File: src/rtl/i2c_bus_arbiter_pkg.sv
// Shared types and helpers for the I2C bus arbiter: FSM state encoding,
// command field widths and the round-robin pointer wrap.
package i2c_bus_arbiter_pkg;

    typedef enum logic [1:0] {
        ST_IDLE    = 2'd0,
        ST_GRANT   = 2'd1,
        ST_RELEASE = 2'd2,
        ST_ABORT   = 2'd3
    } arb_state_t;

    localparam int DW_DEFAULT = 8;
    localparam int CMD_W      = 3;   // start, stop, write

    function automatic int unsigned wrap_inc(input int unsigned i, input int unsigned n);
        return (i + 1 >= n) ? 0 : i + 1;
    endfunction

endpackage

File: src/rtl/i2c_bus_arbiter_if.sv
// Requester-side and master-side command/status bundle of the I2C bus arbiter.
// The master modport is the arbiter's view; slave is the requesters/master view.
interface i2c_bus_arbiter_if #(
    parameter int NUM_REQ = 2,
    parameter int DW      = 8
);
    logic [NUM_REQ-1:0]    req;
    logic [NUM_REQ-1:0]    granted;
    logic [NUM_REQ-1:0]    start_i;
    logic [NUM_REQ-1:0]    stop_i;
    logic [NUM_REQ-1:0]    write_i;
    logic [NUM_REQ*DW-1:0] data_in_i;
    logic [NUM_REQ-1:0]    done_o;
    logic [NUM_REQ-1:0]    busy_o;
    logic [NUM_REQ-1:0]    ack_err_o;

    logic                  m_start;
    logic                  m_stop;
    logic                  m_write;
    logic [DW-1:0]         m_data;
    logic                  m_done;
    logic                  m_busy;
    logic                  m_ack_err;

    modport master (
        input  req, start_i, stop_i, write_i, data_in_i,
        input  m_done, m_busy, m_ack_err,
        output granted, done_o, busy_o, ack_err_o,
        output m_start, m_stop, m_write, m_data
    );

    modport slave (
        output req, start_i, stop_i, write_i, data_in_i,
        output m_done, m_busy, m_ack_err,
        input  granted, done_o, busy_o, ack_err_o,
        input  m_start, m_stop, m_write, m_data
    );

endinterface

File: src/rtl/i2c_bus_arbiter_rr_pick.sv
// Combinational round-robin priority encoder: first set req bit at or after rr_ptr.
module i2c_bus_arbiter_rr_pick #(
    parameter int NUM_REQ = 2,
    parameter int IW      = 1
) (
    input  logic [NUM_REQ-1:0] req,
    input  logic [IW-1:0]      rr_ptr,
    output logic [IW-1:0]      idx,
    output logic               valid
);

    function automatic int slot(input logic [IW-1:0] ptr, input int k);
        int s;
        s = int'(ptr) + k;
        return (s >= NUM_REQ) ? s - NUM_REQ : s;
    endfunction

    // Scan from farthest to nearest so the slot closest to rr_ptr wins last.
    always_comb begin
        idx   = '0;
        valid = 1'b0;
        for (int k = NUM_REQ - 1; k >= 0; k--) begin
            if (req[slot(rr_ptr, k)]) begin
                idx   = IW'(slot(rr_ptr, k));
                valid = 1'b1;
            end
        end
    end

endmodule

File: src/rtl/i2c_bus_arbiter.sv
// Round-robin arbiter sharing one i2c_master command port between NUM_REQ
// requesters, with a watchdog that aborts an owner stalling the bus.
module i2c_bus_arbiter
    import i2c_bus_arbiter_pkg::*;
#(
    parameter int NUM_REQ        = 2,
    parameter int DW             = DW_DEFAULT,
    parameter int TIMEOUT_CYCLES = 2_000_000,
    localparam int IW            = $clog2(NUM_REQ)
) (
    input  logic               clk,
    input  logic               reset,
    i2c_bus_arbiter_if.master  bus,
    output logic [IW-1:0]      owner,
    output logic               timeout_err
);

    localparam int                WD_W    = $clog2(TIMEOUT_CYCLES + 2);
    localparam bit                WD_EN   = (TIMEOUT_CYCLES > 0);
    localparam logic [WD_W-1:0]   WD_LAST = WD_W'((TIMEOUT_CYCLES > 0) ? TIMEOUT_CYCLES - 1 : 0);
    localparam logic [WD_W-1:0]   WD_MAX  = '1;

    arb_state_t          state, state_nx;
    logic [NUM_REQ-1:0]  granted, granted_nx;
    logic [IW-1:0]       owner_nx;
    logic [IW-1:0]       rr_ptr, rr_ptr_nx;
    logic [WD_W-1:0]     wd_cnt, wd_cnt_nx;
    logic                timeout_nx;
    logic                abort_first, abort_first_nx;
    logic [IW-1:0]       pick_idx;
    logic                pick_vld;
    logic [IW-1:0]       owner_inc;

    i2c_bus_arbiter_rr_pick #(
        .NUM_REQ (NUM_REQ),
        .IW      (IW)
    ) u_rr_pick (
        .req    (bus.req),
        .rr_ptr (rr_ptr),
        .idx    (pick_idx),
        .valid  (pick_vld)
    );

    assign owner_inc   = IW'(wrap_inc(int'(owner), NUM_REQ));
    assign bus.granted = granted;

    always_ff @(posedge clk or negedge reset) begin
        if (!reset) begin
            state       <= ST_IDLE;
            granted     <= '0;
            owner       <= '0;
            rr_ptr      <= '0;
            wd_cnt      <= '0;
            timeout_err <= 1'b0;
            abort_first <= 1'b0;
        end else begin
            state       <= state_nx;
            granted     <= granted_nx;
            owner       <= owner_nx;
            rr_ptr      <= rr_ptr_nx;
            wd_cnt      <= wd_cnt_nx;
            timeout_err <= timeout_nx;
            abort_first <= abort_first_nx;
        end
    end

    always_comb begin
        state_nx       = state;
        granted_nx     = granted;
        owner_nx       = owner;
        rr_ptr_nx      = rr_ptr;
        wd_cnt_nx      = wd_cnt;
        timeout_nx     = 1'b0;
        abort_first_nx = 1'b0;
        unique case (state)
            ST_IDLE: begin
                if (pick_vld) begin
                    owner_nx   = pick_idx;
                    granted_nx = NUM_REQ'(1) << pick_idx;
                    wd_cnt_nx  = '0;
                    state_nx   = ST_GRANT;
                end
            end
            ST_GRANT: begin
                // Release takes priority over a watchdog expiry in the same cycle.
                if (!bus.req[owner]) begin
                    granted_nx = '0;
                    rr_ptr_nx  = owner_inc;
                    state_nx   = ST_RELEASE;
                end else if (WD_EN && !bus.m_done && wd_cnt == WD_LAST) begin
                    granted_nx     = '0;
                    rr_ptr_nx      = owner_inc;
                    timeout_nx     = 1'b1;
                    abort_first_nx = 1'b1;
                    state_nx       = ST_ABORT;
                end else if (bus.m_done) begin
                    wd_cnt_nx = '0;
                end else if (WD_EN && wd_cnt != WD_MAX) begin
                    wd_cnt_nx = wd_cnt + 1'b1;
                end
            end
            ST_RELEASE, ST_ABORT: begin
                if (!bus.m_busy) state_nx = ST_IDLE;
            end
            default: state_nx = ST_IDLE;
        endcase
    end

    always_comb begin
        bus.m_start   = 1'b0;
        bus.m_stop    = 1'b0;
        bus.m_write   = 1'b0;
        bus.m_data    = '0;
        bus.done_o    = '0;
        bus.ack_err_o = '0;
        bus.busy_o    = '0;
        unique case (state)
            ST_GRANT: begin
                bus.m_start          = bus.start_i[owner];
                bus.m_stop           = bus.stop_i[owner];
                bus.m_write          = bus.write_i[owner];
                bus.m_data           = bus.data_in_i[int'(owner)*DW +: DW];
                bus.done_o[owner]    = bus.m_done;
                bus.ack_err_o[owner] = bus.m_ack_err;
                bus.busy_o           = '1;
                bus.busy_o[owner]    = bus.m_busy;
            end
            ST_RELEASE: begin
                bus.busy_o = {NUM_REQ{bus.m_busy}};
            end
            ST_ABORT: begin
                // Close out the stalled transfer once, only if one is in flight.
                bus.m_stop = abort_first & bus.m_busy;
                bus.busy_o = {NUM_REQ{bus.m_busy}};
            end
            default: ;
        endcase
    end

endmodule

File: src/flat_wrapper.sv
// flat-port wrapper written by rule: the top's interface ports become plain ports
module i2c_bus_arbiter_flat import i2c_bus_arbiter_pkg::*;
#(
    parameter int NUM_REQ        = 2,
    parameter int DW             = DW_DEFAULT,
    parameter int TIMEOUT_CYCLES = 2_000_000,
    localparam int IW            = $clog2(NUM_REQ)
)
  (clk, reset, owner, timeout_err, bus_req, bus_start_i, bus_stop_i, bus_write_i, bus_data_in_i, bus_m_done, bus_m_busy, bus_m_ack_err, bus_granted, bus_done_o, bus_busy_o, bus_ack_err_o, bus_m_start, bus_m_stop, bus_m_write, bus_m_data);
  i2c_bus_arbiter_if #(.NUM_REQ(NUM_REQ), .DW(DW)) bus_i ();
  input  logic clk;
  input  logic reset;
  output logic [IW-1:0] owner;
  output logic timeout_err;
  input wire logic [$bits(bus_i.req)-1:0] bus_req;
  input wire logic [$bits(bus_i.start_i)-1:0] bus_start_i;
  input wire logic [$bits(bus_i.stop_i)-1:0] bus_stop_i;
  input wire logic [$bits(bus_i.write_i)-1:0] bus_write_i;
  input wire logic [$bits(bus_i.data_in_i)-1:0] bus_data_in_i;
  input wire logic [$bits(bus_i.m_done)-1:0] bus_m_done;
  input wire logic [$bits(bus_i.m_busy)-1:0] bus_m_busy;
  input wire logic [$bits(bus_i.m_ack_err)-1:0] bus_m_ack_err;
  output wire logic [$bits(bus_i.granted)-1:0] bus_granted;
  output wire logic [$bits(bus_i.done_o)-1:0] bus_done_o;
  output wire logic [$bits(bus_i.busy_o)-1:0] bus_busy_o;
  output wire logic [$bits(bus_i.ack_err_o)-1:0] bus_ack_err_o;
  output wire logic [$bits(bus_i.m_start)-1:0] bus_m_start;
  output wire logic [$bits(bus_i.m_stop)-1:0] bus_m_stop;
  output wire logic [$bits(bus_i.m_write)-1:0] bus_m_write;
  output wire logic [$bits(bus_i.m_data)-1:0] bus_m_data;
  assign bus_i.req = bus_req;
  assign bus_i.start_i = bus_start_i;
  assign bus_i.stop_i = bus_stop_i;
  assign bus_i.write_i = bus_write_i;
  assign bus_i.data_in_i = bus_data_in_i;
  assign bus_i.m_done = bus_m_done;
  assign bus_i.m_busy = bus_m_busy;
  assign bus_i.m_ack_err = bus_m_ack_err;
  assign bus_granted = bus_i.granted;
  assign bus_done_o = bus_i.done_o;
  assign bus_busy_o = bus_i.busy_o;
  assign bus_ack_err_o = bus_i.ack_err_o;
  assign bus_m_start = bus_i.m_start;
  assign bus_m_stop = bus_i.m_stop;
  assign bus_m_write = bus_i.m_write;
  assign bus_m_data = bus_i.m_data;
  i2c_bus_arbiter #(.NUM_REQ(NUM_REQ), .DW(DW), .TIMEOUT_CYCLES(TIMEOUT_CYCLES)) u_core (.clk(clk), .reset(reset), .bus(bus_i), .owner(owner), .timeout_err(timeout_err));
endmodule
File: config.mk
export PLATFORM = sky130hd
export DESIGN_NAME = i2c_bus_arbiter_flat
export DESIGN_NICKNAME = d
export VERILOG_FILES = /design/src/rtl/i2c_bus_arbiter_pkg.sv /design/src/rtl/i2c_bus_arbiter_if.sv /design/src/rtl/i2c_bus_arbiter_rr_pick.sv /design/src/rtl/i2c_bus_arbiter.sv /design/src/flat_wrapper.sv
export SDC_FILE = /design/constraint.sdc
export NUM_CORES = 1
export LEC_CHECK = 0
export ABC_AREA = 1
export CAP_MARGIN = 20
export CORE_MARGIN = 4
export CORE_UTILIZATION = 35
export DETAILED_ROUTE_END_ITERATION = 8
export PLACE_DENSITY = 0.62
export SLEW_MARGIN = 20
export SYNTH_ARGS = -nofsm -noshare
export SYNTH_HDL_FRONTEND = slang
export SYNTH_HIERARCHICAL = 1
export SYNTH_SLANG_ARGS = --single-unit
File: constraint.sdc
create_clock -name clk -period 2.25 [get_ports clk]
set_input_delay 0.5625 -clock clk [delete_from_list [all_inputs] [get_ports clk]]
set_output_delay 0.5625 -clock clk [all_outputs]
set_load 0.1 [all_outputs]
==> run summary <==
Clk_skew = 0.00189 ns
WP data required = 1.69 ns
Hold Crit Class = flip-flop to flip-flop
Drt first-iter violations = 99
Pin count of the biggest net entering global routing = 29
Clk buf depth = 2
Clock sinks = 28
Commonest cells after routing, fill and taps aside = nand2_1, nor2_1, clkdlybuf4s50_1, inv_1, dfrtp_1
Area grow syn2layout = 44.7%
ANT nets after route = 0
LEAKAGE = 1.42 nW
DR pass1 iterations = 4
Slowest CP cell = clkdlybuf4s50_1
Core ar. = 6030 um2
Syn nets = 384
Worst Min Path Start = u_core/rr_ptr
Die Wd = 87.3 um
Hold-fix buffers at CTS = 0
Hold Crit Endpoint = u_core/rr_ptr
Pwr Total = 3.97 mW
Worst flop-to-flop path startpoint = u_core/owner
RSZ-0062 raised after global routing = no
Area leader, netlist = dfrtp_1
DRC viols = 0
CTS Buf Count = 3
Worst path max stage delay = 0.54 ns
Worst-margin pin slew = 0.420 ns
Crit Reg-Reg Endpoint = u_core/wd_cnt[19]
# fillers = 609
Synth cell types = 38
I/O Buffers = 49
Buf/Inv on CP = 3
Vias in the first global route = 2,190
Die ar. = 7620 um2
Fin crit share = 0.973
Status = completed
CTS Root Buffer Type = clkbuf_8
Final Core Density = 0.528
Antenna diodes = 0
Setup bufs post-CTS = 0
Fmax achieved = 0.457 GHz
Worst slew margin = 0.720
Hold depth = 2
WS Path Type = input port to primary output
GRT overflow = 0
Starting density of the core = 0.365
EDFF count, synth = 0
Max_cap viols = 0
Final Cell Area = 3180 um2
Commonest non-fill, non-tap cell in the layout = nand2_1
Post-DP HPWL = 4650 um
Element type at the critical path end = primary output
Routed vias/inst = 4.87
Final setup viols = 0
H-tree depth = 1
All-layer global routing usage = 0.170
CP cell instances = clkdlybuf4s50_1 > inv_2 > nor3_4 > buf_12
Synth Area per Inst = 6.21 um2
Final Hold Fails = 0
Sequential cell area = 704 um2
FFs w/ async S/R, synth = 1.00
Final net count = 429
Multi-input gate area in the final layout = 1480 um2
Placed Area = 3110 um2
Io pins = 50
Layout cells sized above 1 = 0.171
Worst-path clk slew = 0.10 ns
Fin Setup TNS = 0 ns
Top_reg_cell synth = dfrtp_1
R2R depth = 9
Final Max Tran Viols = 0
Post-Synthesis Cells = 354
Worst EP arrival = 1.63 ns
CTS tree = built
CP Max Fanout = 3
FF-to-FF setup slack = 0.43 ns
Post-layout min period = 2.19 ns
Pwr dens = 1250 nW/um2
Peak supply drop = 1040 uV
First-pass GRT wire length = 10,500 um
Top delay family on crit path = buffers and inverters
Post-synth top area share = 0.319
WHS = 0.503 ns
Placer Congestion = 0.876
WL final = 6140 um
Row count = 28
Wire per inst = 13.0 um
Routed vias = 2,305
Post-synthesis sequential area ratio = 0.319
Initial antenna violation count = 0
Synth area leaders = dfrtp_1, nand2_1, nor2_1, nand3_1, inv_1
Skew-Pair Late Insertion Delay = 0.28 ns
Synthesized flop and latch total = 28
Synthesized area = 2200 um2
Critical Path Source Type = input port
Synth warn = 6
DIE HEIGHT = 87.3 um
## report_power, final
group	total (mW)	switching [mW]	internal, mW	leakage, nW
Combinational	2.87	1.98	0.890	1.01
Clock	0.410	0.172	0.239	0.0357
Sequential	0.691	0.116	0.575	0.379
## Yosys cell counts, types with 2 or more instances
| library cell | instances |
|---|---|
| clkbuf_1 | 2 |
| inv_2 | 2 |
| nand2_4 | 2 |
| nand4_1 | 2 |
| nand2_1 | 136 |
| nand3_1 | 24 |
| xor2_1 | 2 |
| nor2_2 | 3 |
| buf_6 | 2 |
| buf_2 | 6 |
| nor4_1 | 3 |
| dfrtp_1 | 28 |
| o21bai_1 | 3 |
| nor2_1 | 55 |
| nand2_2 | 3 |
| a21oi_1 | 16 |
| nor3_1 | 6 |
| o21ai_0 | 9 |
| nand3b_1 | 2 |
| or2_1 | 2 |
| inv_1 | 29 |
## per-stage QoR
step | setup slack [ns] | std cells
floorplan | -0.0835 | 354
global placement | 0.0107 | 469
detailed placement | 0.0221 | 469
global route | 0.00958 | 473
finish | 0.0606 | 473
CTS | 0.00913 | 473
## per-layer routing
layer	vias to the layer above	GRT usage	part of all wire
met1	1063	0.250	0.48
li1	1198	-	-
met3	2	0.0255	0.038
met4	0	0.0223	0.0024
met2	42	0.271	0.48
met5	-	0	0
## final cells by class
class / instances / area share
timing repair buffer: 53 / 0.222
multi-input combinational: 280 / 0.464
clock inverter: 1 / 0.00944
tap: 75 / 0.0295
clock buffer: 3 / 0.0130
sequential: 28 / 0.221
inverter: 33 / 0.0413
## registers in the layout, indices dropped and copies added (netlist names)
name and flops:
u_core/abort_first 1, u_core/bus.granted 2, u_core/owner 1, u_core/rr_ptr 1
u_core/state 2, u_core/wd_cnt 21
## worst min-delay path: cells and delay by family (launching register included)
kind               cells  cell delay [ns]
DFF                    1             0.36
and+or+nand+nor        1             0.05
AOI/OAI and AO/OA      1             0.06
## worst max-delay path by stage
stage	start	end	slack [ns]	depth (start not counted)
3_5_place_dp	bus_m_done	bus_done_o[0]	0.02	4
6_report	bus_m_done	bus_done_o[0]	0.06	4
2_1_floorplan	u_core/owner	bus_ack_err_o[1]	-0.08	4
4_1_cts	bus_m_done	bus_done_o[0]	0.009	4
3_3_place_gp	bus_m_done	bus_done_o[0]	0.01	4
5_1_grt	bus_m_done	bus_done_o[1]	0.01	4
## cells by family (layout without fill, tap and decap cells)
group	count (synthesis)	after routing	synth area share
and+or+nand+nor	244	244	0.485
buffers and inverters	46	90	0.0967
AOI/OAI and AO/OA	31	31	0.0774
DFF	28	28	0.319
xor gates and xnor gates	3	3	0.0119
adders and majority gates	1	1	0.00569
muxes	1	1	0.00455
## repair_timing
item | 4_1_cts | 5_1_grt
resized for setup | 0 | 3
endpoints found under the setup margin | 0 | 11
hold endpoints to repair | 0 | 0
Power figures use the tool's default switching activity.
